File: config.mk
export PLATFORM = sky130hd
export DESIGN_NAME = pong_match_controller
export DESIGN_NICKNAME = d
export VERILOG_FILES = /design/src/rtl/pong_pkg.sv /design/src/rtl/pong_match_controller_frame_timer.sv /design/src/rtl/pong_match_controller.sv
export SDC_FILE = /design/constraint.sdc
export NUM_CORES = 1
export LEC_CHECK = 0
export CAP_MARGIN = 20
export CORE_ASPECT_RATIO = 1.5
export CORE_MARGIN = 2
export CORE_UTILIZATION = 50
export DETAILED_ROUTE_END_ITERATION = 10
export DONT_BUFFER_PORTS = 1
export GPL_TIMING_DRIVEN = 0
export PLACE_DENSITY = 0.68
export SETUP_SLACK_MARGIN = 0.2
export SYNTH_ARGS = -nofsm -noshare
export SYNTH_HDL_FRONTEND = slang
export SYNTH_HIERARCHICAL = 1
export SYNTH_SLANG_ARGS = --single-unit
File: constraint.sdc
create_clock -name clock -period 2.1 [get_ports clock]
set_input_delay 0.315 -clock clock [delete_from_list [all_inputs] [get_ports clock]]
set_output_delay 0.315 -clock clock [all_outputs]
set_load 0.03 [all_outputs]
File: src/rtl/pong_pkg.sv
// Shared types and default constants for the Pong match controller.
// State encodings are visible on the debug port, so their values are fixed.
package pong_pkg;

  typedef enum logic [2:0] {
    IDLE        = 3'd0,
    SERVE_WAIT  = 3'd1,
    PLAY        = 3'd2,
    POINT_PAUSE = 3'd3,
    GAME_OVER   = 3'd4
  } match_state_t;

  localparam int unsigned DEFAULT_WIN_POINTS   = 7;
  localparam int unsigned DEFAULT_SERVE_FRAMES = 60;
  localparam int unsigned DEFAULT_PAUSE_FRAMES = 90;
  localparam int unsigned FRAME_CNT_W          = $clog2(256);

endpackage

File: src/rtl/pong_match_controller_frame_timer.sv
// Counts frame_done pulses; expired pulses combinationally on the pulse that
// reaches target so the owning FSM can change state on that same edge.
module frame_timer
  import pong_pkg::*;
(
  input  logic                   clock,
  input  logic                   reset_n,
  input  logic                   clear,
  input  logic                   frame_done,
  input  logic [FRAME_CNT_W-1:0] target,
  output logic                   expired
);

  logic [FRAME_CNT_W-1:0] count_q, count_d;

  // NOTE: every signal driven in always_comb gets a default first, so no path leaves it unassigned (no latch).
  always_comb begin
    count_d = count_q;
    expired = 1'b0;
    if (frame_done && ({1'b0, count_q} + 9'd1 == {1'b0, target})) begin
      expired = 1'b1;
    end
    if (clear) begin
      count_d = '0;
    end else if (frame_done) begin
      count_d = count_q + 8'd1;
    end
  end

  // NOTE: sequential state uses non-blocking assignments so every flop samples pre-edge values.
  always_ff @(posedge clock or negedge reset_n) begin
    if (!reset_n) begin
      count_q <= '0;
    end else begin
      count_q <= count_d;
    end
  end

endmodule

File: src/rtl/pong_match_controller.sv
// Match-sequencing FSM for Pong: serve delay, live play, scoring, pause and
// game over. All outputs come straight from flops.
module pong_match_controller
  import pong_pkg::*;
#(
  parameter int unsigned WIN_POINTS   = DEFAULT_WIN_POINTS,
  parameter int unsigned SERVE_FRAMES = DEFAULT_SERVE_FRAMES,
  parameter int unsigned PAUSE_FRAMES = DEFAULT_PAUSE_FRAMES
) (
  input  logic       clock,
  input  logic       reset_n,
  input  logic       frame_done,
  input  logic       start_pt,
  input  logic       miss_left,
  input  logic       miss_right,
  output logic       ball_launch,
  output logic       serve_dir,
  output logic       play_en,
  output logic [3:0] p1_points,
  output logic [3:0] p2_points,
  output logic [1:0] winner,
  output logic [2:0] state
);

  localparam logic [3:0]             WIN_PTS = 4'(WIN_POINTS);
  localparam logic [FRAME_CNT_W-1:0] SERVE_T = FRAME_CNT_W'(SERVE_FRAMES);
  localparam logic [FRAME_CNT_W-1:0] PAUSE_T = FRAME_CNT_W'(PAUSE_FRAMES);

  match_state_t state_q, state_d;
  logic         start_prev_q;
  logic [3:0]   p1_q, p1_d, p2_q, p2_d;
  logic [1:0]   winner_q, winner_d;
  logic         serve_dir_q, serve_dir_d;
  logic         play_en_q, play_en_d;
  logic         ball_launch_q, ball_launch_d;

  logic                   start_edge;
  logic                   timed_state;
  logic                   timer_clear;
  logic                   timer_expired;
  logic [FRAME_CNT_W-1:0] timer_target;

  assign start_edge   = start_pt && !start_prev_q;
  assign timed_state  = (state_q == SERVE_WAIT) || (state_q == POINT_PAUSE);
  assign timer_target = (state_q == POINT_PAUSE) ? PAUSE_T : SERVE_T;
  // Timed states are only ever left via expiry and only ever entered from
  // untimed states or via expiry, so this clears the count on every entry.
  assign timer_clear  = !timed_state || timer_expired;

  frame_timer u_frame_timer (
    .clock      (clock),
    .reset_n    (reset_n),
    .clear      (timer_clear),
    .frame_done (frame_done),
    .target     (timer_target),
    .expired    (timer_expired)
  );

  always_comb begin
    state_d     = state_q;
    p1_d        = p1_q;
    p2_d        = p2_q;
    winner_d    = winner_q;
    serve_dir_d = serve_dir_q;
    unique case (state_q)
      IDLE: if (start_edge) state_d = SERVE_WAIT;
      SERVE_WAIT: if (timer_expired) state_d = PLAY;
      PLAY: begin
        if (miss_left && miss_right) begin
          state_d = POINT_PAUSE;
        end else if (miss_left) begin
          p2_d        = p2_q + 4'd1;
          serve_dir_d = 1'b0;
          if (p2_d == WIN_PTS) begin
            winner_d = 2'b10;
            state_d  = GAME_OVER;
          end else begin
            state_d = POINT_PAUSE;
          end
        end else if (miss_right) begin
          p1_d        = p1_q + 4'd1;
          serve_dir_d = 1'b1;
          if (p1_d == WIN_PTS) begin
            winner_d = 2'b01;
            state_d  = GAME_OVER;
          end else begin
            state_d = POINT_PAUSE;
          end
        end
      end
      POINT_PAUSE: if (timer_expired) state_d = SERVE_WAIT;
      GAME_OVER: begin
        if (start_edge) begin
          p1_d        = '0;
          p2_d        = '0;
          winner_d    = 2'b00;
          serve_dir_d = 1'b1;
          state_d     = SERVE_WAIT;
        end
      end
      default: state_d = IDLE;
    endcase
    play_en_d     = (state_d == PLAY);
    ball_launch_d = (state_d == PLAY) && (state_q != PLAY);
  end

  always_ff @(posedge clock or negedge reset_n) begin
    if (!reset_n) begin
      state_q       <= IDLE;
      start_prev_q  <= 1'b0;
      p1_q          <= '0;
      p2_q          <= '0;
      winner_q      <= 2'b00;
      serve_dir_q   <= 1'b1;
      play_en_q     <= 1'b0;
      ball_launch_q <= 1'b0;
    end else begin
      state_q       <= state_d;
      start_prev_q  <= start_pt;
      p1_q          <= p1_d;
      p2_q          <= p2_d;
      winner_q      <= winner_d;
      serve_dir_q   <= serve_dir_d;
      play_en_q     <= play_en_d;
      ball_launch_q <= ball_launch_d;
    end
  end

  assign state       = state_q;
  assign p1_points   = p1_q;
  assign p2_points   = p2_q;
  assign winner      = winner_q;
  assign serve_dir   = serve_dir_q;
  assign play_en     = play_en_q;
  assign ball_launch = ball_launch_q;

endmodule

## After elaboration in Yosys (flattened, before gate mapping)

Cells that the tools add are included.

| word-level totals | value |
|---|---|
| bits in registers | 25 |
| bits in latches | 0 |
| bits in writable memories | 0 |
| bits in read-only memories | 0 |
| output and inout bits | 16 |
| word-level logic and storage cells | 79 |
| memories | 0 |

| operators by class | value |
|---|---|
| add/subtract/negate cells | 4 |
| multipliers | 0 |
| divide/modulo/power cells | 0 |
| magnitude comparators | 0 |
| eq/ne operators | 17 |
| shifts and indexed selects | 0 |
| muxes and demuxes | 33 |
| bitwise operators | 0 |
| reductions and logical operators | 16 |

Operators with widths:

| kind | count |
|---|---|
| 3-bit two-way mux | 8 |
| 4-bit two-way mux | 6 |
| 8-bit two-way mux | 2 |
| 4-bit case mux with 2 select lines | 2 |
| 2-bit two-way mux | 6 |
| 3-bit case mux with 4 select lines | 1 |
| 2-bit != test (second input constant) | 5 |
| 8-bit by 1-bit adder with 9-bit output (second input constant) | 1 |
| 3-bit by 2-bit equality test with 1-bit output (second input constant) | 3 |
| 9-bit by 7-bit equality test with 1-bit output | 1 |
| 3-bit != test (second input constant) | 3 |
| 4-bit by 1-bit adder with 4-bit output (second input constant) | 2 |
| 8-bit by 1-bit adder with 8-bit output (second input constant) | 1 |
| 4-bit by 3-bit equality test with 1-bit output (second input constant) | 2 |
| 4-bit AND reduction | 2 |
| 7-bit two-way mux | 1 |
| 6-bit AND reduction | 1 |
| 1-bit two-way mux | 5 |
| 5-bit AND reduction | 1 |
| 1-bit logical AND | 4 |
| 2-bit case mux with 2 select lines | 1 |
| 2-bit nonzero test | 2 |
| 3-bit by 1-bit equality test with 1-bit output (second input constant) | 1 |
| 3-bit equality test (second input constant) | 1 |
| other kinds (6) | 8 |

## Logic depth before layout (Yosys ltp)

| logic depth | value |
|---|---|
| depth in word-level cells | 9 |
| gate-level depth with buffers | 11 |
| gate-level depth less buffers | 10 |

## Hierarchy

Netlist, hierarchy kept.

By module, submodules not included:

| module | times used | cells an instance | area an instance (sq um) |
|---|---|---|---|
| pong_match_controller | 1 | 104 | 997.2 |
| frame_timer | 1 | 69 | 625.6 |

## Worst setup path after synthesis

Ideal clock, no wire load.

| timing path | value |
|---|---|
| kind | reg-to-reg |
| start point | register state_q[0] (netlist: state[0]) |
| end point | register state_q[0] (netlist: state[0]) |
| data arrival time | 2378 ps |
| slack | -416 ps |
| stages on the path, launching flop included | 11 |
| buffers on the path | 1 |
| cells stage by stage | dfrtp_1 > buf_2 > nor2b_1 > nand2_1 > nor2b_1 > nand3b_1 > o211a_1 > nor4_2 > nor2b_1 > o32a_1 > o221ai_1 |

| on the way | value |
|---|---|
| cells in the longest elaborated chain, start to end | 7 |
| elaborated cells between the ends (all ways) | 17 |
| classes of those cells | eq/ne (5); mux (9); reduce/logical (3) |

RTL lines:

| element | RTL line | source |
|---|---|---|
| from (decl) | pong_match_controller.sv:29 | `match_state_t state_q, state_d;` |
| from (signal assigned) | pong_match_controller.sv:118 | `state_q <= state_d;` |
| 3-bit by 2-bit equality test with 1-bit output (*) | pong_match_controller.sv:45 | `assign timer_target = (state_q == POINT_PAUSE) ? PAUSE_T : SERVE_T;` |
| 7-bit two-way mux (*) | pong_match_controller.sv:45 |  |
| via timer_target[2] | pong_match_controller.sv:41 | `logic [FRAME_CNT_W-1:0] timer_target;` |
| 9-bit by 7-bit equality test with 1-bit output (*) | pong_match_controller_frame_timer.sv:20 | `if (frame_done && ({1'b0, count_q} + 9'd1 == {1'b0, target})) begin` |
| 1-bit logical AND (*) | pong_match_controller_frame_timer.sv:20 |  |
| 1-bit two-way mux (*) | pong_match_controller_frame_timer.sv:20 |  |
| via timer_expired | pong_match_controller.sv:40 | `logic timer_expired;` |
| 3-bit two-way mux, on equally long branches | pong_match_controller.sv:91, pong_match_controller.sv:67 |  |
| 3-bit case mux with 4 select lines (*) | pong_match_controller.sv:65 | `unique case (state_q)` |
| via state_d[0] | pong_match_controller.sv:29 |  |

Mark *: on every way through the listed nets, which the timed path passes. The rest lies on a longest branch.
A chain may end at the register's enable or synchronous reset.

## Worst setup path in the final report

| timing path | value |
|---|---|
| start point | register state_q[0] (netlist: state[0]) |
| end point | register play_en_q (netlist: play_en) |

| on the way | value |
|---|---|
| cells in the longest elaborated chain, start to end | 8 |
| elaborated cells between the ends (all ways) | 18 |
| classes of those cells | eq/ne (6); mux (9); reduce/logical (3) |

RTL lines:

| element | RTL line | source |
|---|---|---|
| 3-bit by 2-bit equality test with 1-bit output (*) | pong_match_controller.sv:45 |  |
| 7-bit two-way mux (*) | pong_match_controller.sv:45 |  |
| via timer_target[2] | pong_match_controller.sv:41 |  |
| 9-bit by 7-bit equality test with 1-bit output (*) | pong_match_controller_frame_timer.sv:20 |  |
| 1-bit logical AND (*) | pong_match_controller_frame_timer.sv:20 |  |
| 1-bit two-way mux (*) | pong_match_controller_frame_timer.sv:20 |  |
| via timer_expired | pong_match_controller.sv:40 |  |
| 3-bit two-way mux, on equally long branches | pong_match_controller.sv:91, pong_match_controller.sv:67 |  |
| 3-bit case mux with 4 select lines (*) | pong_match_controller.sv:65 |  |
| 3-bit by 2-bit equality test with 1-bit output (*) | pong_match_controller.sv:103 | `play_en_d = (state_d == PLAY);` |
| via play_en_d | pong_match_controller.sv:34 | `logic play_en_q, play_en_d;` |
| to (signal assigned) | pong_match_controller.sv:124 | `play_en_q <= play_en_d;` |
| to (decl) | pong_match_controller.sv:34 |  |

Marked as above.

==> results.toml <==
[detailed_routing]
antenna_left = 0
viasPerCell = 5.81
drc_errors = 0
drt-wirelength-per-cell_um = 16.1
firstDrtPassIters = 4
via_count = 1347
wirelength_mm = 3.73
drtIter0Drc = 19

[timing]
finalMaxSlewViolations = 0
rsz0062_at_grt = "yes"
min_period_over_period = 1.12
setup_viol = 12
final-hold-violation-count = 0
finalCriticalPeriod_ps = 2350
max_freq_mhz = 426
fin_worst_skew_ps = 3.66
setup_ws_ps = -249

[cells_and_area]
final_cell_mix = "nand2_1, dfrtp_1, nor2_1, buf_4"
fin_util = 0.635
layout-drive-gt1-share = 0.276
layout.nets = 204
area_growth_pct = 22.4
layout_commonest_cell = "nand2_1"
finalNonFillerCells = 232
antenna_cells = 0

[critical_path]
startpoint_type = "flop"
path_class = "flop to flop"
cp-end-kind = "flop"
critPathMaxFanout = 6
crit_required_ps = 2310
cp_data_arrival_time_ps = 2560

[clock_tree]
numCtsBuffers = 3
htree_levels = 1
clk_latency_ps = 280
root_buffer = "clkbuf_8"
cts.sink_count = 25
clock_path_buffers = 2
cts_tree = "done"
clk_pin_slew_ps = 90

[die]
placementRows = 25
core_sq_um = 3130
initial_core_util = 0.519
die-area_sq_um = 3730
die_height_um = 73.8
io_pins = 22
fp.dieW_um = 50.5

[synthesis]
synth.area.top_cells = "dfrtp_1, xnor2_1, xor2_1, nand2_1, ha_1"
yosys_warnings = 6
synth-main-ff-cell = "dfrtp_1"
avgSynthCellArea_sq_um = 9.38
synth_cell_types = 51
synth_top_area_frac = 0.370
async_reset_ff_frac = 1.00
synth-seq-cells = 25
syn-cell-area_sq_um = 1620
synth-edff-count = 0
synth_top_area_cell = "dfrtp_1"
syn_inst = 173
ys_seq_area_frac = 0.386

[placed_design]
placed_cells = 215
hpwl_mm = 2.65
gp_congestion = 0.875
portBuffers = 0

[grt]
busiest_layer = "met2"
use_met3 = 0.0407
antenna_found_initial = 0
grt_overflow = 0
met1_usage = 0.209
track_usage = 0.218
grt_start_max_net_pins = 26
use_met2 = 0.423
grt_pass1_wl_mm = 6.04
grt_pass1_vias = 1382

[power_and_ir_drop]
leakage_nw = 0.794
p_total_w = 0.00193
powerDensity_nw_per_um2 = 972
irDropWorstVdd_mv = 0.660

[run_status]
status = "complete, but fails checks"
violations = "setup timing"

[job]
drv_cap = 0

[min_path]
hp-class = "primary input to flop"
## metrics by stage
step           cell area, sq um  hold WS (ps)  TNS (ps)  worst slack [ps]
2_1_floorplan              1680          19.4      -207             -87.7
3_3_place_gp               1730          20.1     -2210              -339
3_5_place_dp               1730          20.1     -2950              -439
4_1_cts                    1870          60.1     -1440              -218
5_1_grt                    1990          46.8     -3770              -379
6_report                   1990          56.9     -2350              -249
## repair_timing
action,CTS,global route
setup endpoints to repair,15,17
buffers inserted,3,8
hold buffers,2,0
pin swaps,5,6
endpoints found under the hold margin,25,0
gates resized for setup,15,11
## layout make-up
type | instances | area, sq um
plain buffers | 5 | 48.8
clock buffers | 4 | 45.0
fillers | 258 | 1140
inverters | 8 | 30.0
multi-input cells | 137 | 1060
flip-flops and latches | 25 | 637
well taps | 40 | 50.0
repair buffers | 13 | 113
## cells by family after synthesis
group | synth area share
mux | 0.0254
other cells | 0.00463
simple gates | 0.244
compound gates | 0.163
buf+inv | 0.0401
xor+xnor | 0.0972
flops | 0.386
fa+ha+maj | 0.0386
## worst max-delay path, cell delays in order, from the launching register on
cell and delay, ps:
dfrtp_2 480, buf_6 130, nor2b_4 160, nand2_4 90, nor2b_4 150, nand3b_1 170
o211a_1 260, nor4_4 300, nor2b_4 200, o32a_1 180, a21boi_2 170
## state kept, by name (all words and copies together) (netlist names)
signal                 count
serve_dir                  1
u_frame_timer/count_q      8
winner                     2
state                      3
start_prev_q               1
ball_launch                1
p2_points                  4
play_en                    1
p1_points                  4
## where the power goes
group          leakage [nW]  switching (W)  internal [W]
Sequential            0.312       0.000184      0.000572
Clock                0.0228       0.000158      0.000136
Combinational         0.459       0.000421      0.000461
Total                 0.794       0.000762       0.00117
## Yosys cell counts, types with 2 or more instances
library cell  number
a21boi_1           2
and3b_1            2
buf_6              2
conb_1             2
dfrtp_1           24
ha_1               5
inv_1              8
mux2i_1            3
nand2_1           18
nand2b_1           7
nand3_1            4
nand4_1            5
nor2_1            11
nor2b_1            6
o211ai_1           4
o21a_1             2
o21ai_0            7
o21ai_1            6
o221ai_1           3
o2bb2ai_1          2
o32a_1             3
or3_1              2
xnor2_1            9
xor2_1             9
## routing by layer
| layer | vias to the layer above | wire length [um] |
|---|---|---|
| li1 | 643 | - |
| met1 | 680 | 1340 |
| met2 | 20 | 2200 |
| met3 | 4 | 104 |
| met4 | 0 | 80 |
| met5 | - | 0 |
## worst paths after layout
| kind | startpoint | endpoint | slack [ps] | cells past startpoint |
|---|---|---|---|---|
| setup / recovery | state[0] | play_en | -250 | 10 |
| hold / removal | start_pt | start_prev_q | 60 | 0 |
| setup reg to reg | state[0] | play_en | -250 | 10 |
| hold reg to reg | serve_dir | serve_dir | 570 | 2 |
| max in group asynchronous | reset_n | serve_dir | 1430 | 2 |
| min in group asynchronous | reset_n | p1_points[0] | 450 | 2 |
Power figures use the tool's default switching activity.
==> RTL edit: new RTL, config.mk and constraints unchanged <==
Put one more register stage on the output `winner`, with the module's reset. The value now appears one clock later. The other outputs are not delayed to match.
--- a/src/rtl/pong_match_controller.sv
+++ b/src/rtl/pong_match_controller.sv
@@ -129,7 +129,13 @@
   assign state       = state_q;
   assign p1_points   = p1_q;
   assign p2_points   = p2_q;
-  assign winner      = winner_q;
+  always_ff @(posedge clock or negedge reset_n) begin
+    if (!reset_n) begin
+      winner <= '0;
+    end else begin
+      winner <= winner_q;
+    end
+  end
   assign serve_dir   = serve_dir_q;
   assign play_en     = play_en_q;
   assign ball_launch = ball_launch_q;
Behaviour: no difference found for any inputs over 10 cycles, from zero or initial values and one cycle with reset_n low; that may be too few to reach the edited logic, so the function may still have changed.
==> RTL edit against the unedited design <==
The flow still finishes with violations (negative setup slack); routed wire length shrank 11%; sequential share of layout area is 4.2 points higher; power grew 4.1%; final area down 5.0%; worst setup slack gained 0.097 ns; area after synthesis is 1.2% higher; sequential cell count rose by 2; sequential power increased by 26%; critical endpoint unchanged; largest power group is now sequential cells; highest routed layer unchanged.
==> RTL edit: results (changes against the unedited design) <==
Run status
  • Status: finished with violations
  • Failing checks: negative setup slack

Power
  • Net switching fraction of the power: 41.9% (+2.5 points)
  • Worst IR drop on VDD: 0.587 mV (-11%)
  • Combinational Power Share: 37.9% (-7.8 points)
  • Flop pwr share: 47.5% (+8.4 points)
  • Leakage: 0.806 nW (+1.5%)

STA
  • # setup viols final: 12 (unchanged)
  • Setup TNS: -0.884 ns (+1.46 ns)
  • Worst Skew: 0.00233 ns (-0.00132 ns)
  • Setup WS post-layout: -0.151 ns (+0.0974 ns)

Global routing
  • GRT Total Usage: 20.1% (-1.7 points)
  • GR Layer Usage met1: 20.8% (-0.055 points)
  • Number of global-route vias before repair: 1,273 (-7.9%)
  • Met2 usage: 38.0% (-4.2 points)
  • Global-route wire length before repair: 5.62 mm (-7.0%)
  • Largest net degree at the start of global routing: 28 (+7.7%)
  • GR Layer Usage met3: 3.01% (-1.1 points)

Detailed routing
  • Via density: 5.77 (-0.69%)
  • Initial drt markers: 29 (+10)
  • DR WL/cell: 15.2 um (-5.6%)

CTS
  • H-tree levels: 1 (unchanged)
  • Clk Tree Root Cell: clkbuf_8
  • Cts repair resizes: 9 (-6)
  • Clock Path Buffers: 2 (unchanged)
  • Clk_lat worst skew: 0.27 ns
  • # hold bufs at CTS: 2 (unchanged)
  • Clk slew on worst S/H paths: 0.09 ns (about the same)
  • CTS Buf Count: 3 (unchanged)
  • Buffers inserted by post-CTS timing repair: 2 (-1)

Finish
  • Max FFs per register: 8 (unchanged)
  • Fin nets: 190 (-6.9%)
  • Fillcell total: 276 (+7.0%)
  • Layout cells sized above 1: 23.6% (-4.0 points)
  • # diodes: 0 (unchanged)
  • Top reg by flops: u_frame_timer/count_q

Worst hold path
  • Min-Delay Endpoint: start_prev_q
  • Hold Path Origin: start_pt

Placement
  • Port Buf Inserts: 0 (unchanged)
  • Final Wtd Congestion: 0.800 (-8.5%)
  • Setup Slack @ Placement: -0.179 ns (+0.260 ns)
  • DP HPWL: 2.45 mm (-7.5%)

Setup path
  • Crit Path Max Fanout: 7 (+1)
  • Critical path class: flip-flop to flip-flop
  • R2R Path End: play_en
  • Critical path's largest stage delay: 0.54 ns (+0.06 ns)
  • R2R cell count: 9 (-1)
  • Crit path DAT: 2.46 ns (-0.10 ns)

Die
  • Row count: 25 (unchanged)

Synth
  • Mux cell area share after synthesis: 2.59% (+0.047 points)
  • Async S/R FF share, synth: 100% (unchanged)
  • Synth warn: 6 (unchanged)
  • Xor and xnor area share after synthesis: 10.1% (+0.42 points)
  • Seq/Total Area, Yosys: 41.2% (+2.6 points)
  • Most used DFF post-synth: dfrtp_1
  • Synth Area in Adders: 3.81% (-0.044 points)
  • Synth cell count leaders: dfrtp_1, nand2_1, nor2_1
  • Yosys cell types: 49 (-3.9%)
  • Compound-gate portion of the synthesized area: 12.6% (-3.8 points)
  • Top post-synthesis cells by area: dfrtp_1, xor2_1, xnor2_1
-- RTL edit: metrics by stage --
step / instance area, sq um / cells / total power (W) / hold slack, ns
finish: 1890 / 218 / 0.00201 / 0.0582
floorplan: 1700 / 169 / 0.00151 / 0.0194
CTS: 1870 / 217 / 0.00200 / 0.0519
detailed placement: 1750 / 209 / 0.00165 / 0.0201
global route: 1890 / 218 / 0.00217 / 0.0409
global placement: 1750 / 209 / 0.00161 / 0.0201
-- RTL edit: cell type report --
class,count,area (sq um),area share [%]
inverter,6,25.0,1.33
buffer,6,46.3,2.45
tap,40,50.0,2.65
sequential,27,684,36.2
timing repair buffer,5,52.6,2.78
multi-input combinational,130,983,52.1
clock inverter,1,5.00,0.265
clock buffer,3,41.3,2.19
-- RTL edit: routing by layer --
layer  wire length (um)  up-vias
met4                101        0
met1               1280      625
met2               1860       20
li1                   -      603
met3                 65        9
met5                  0        -
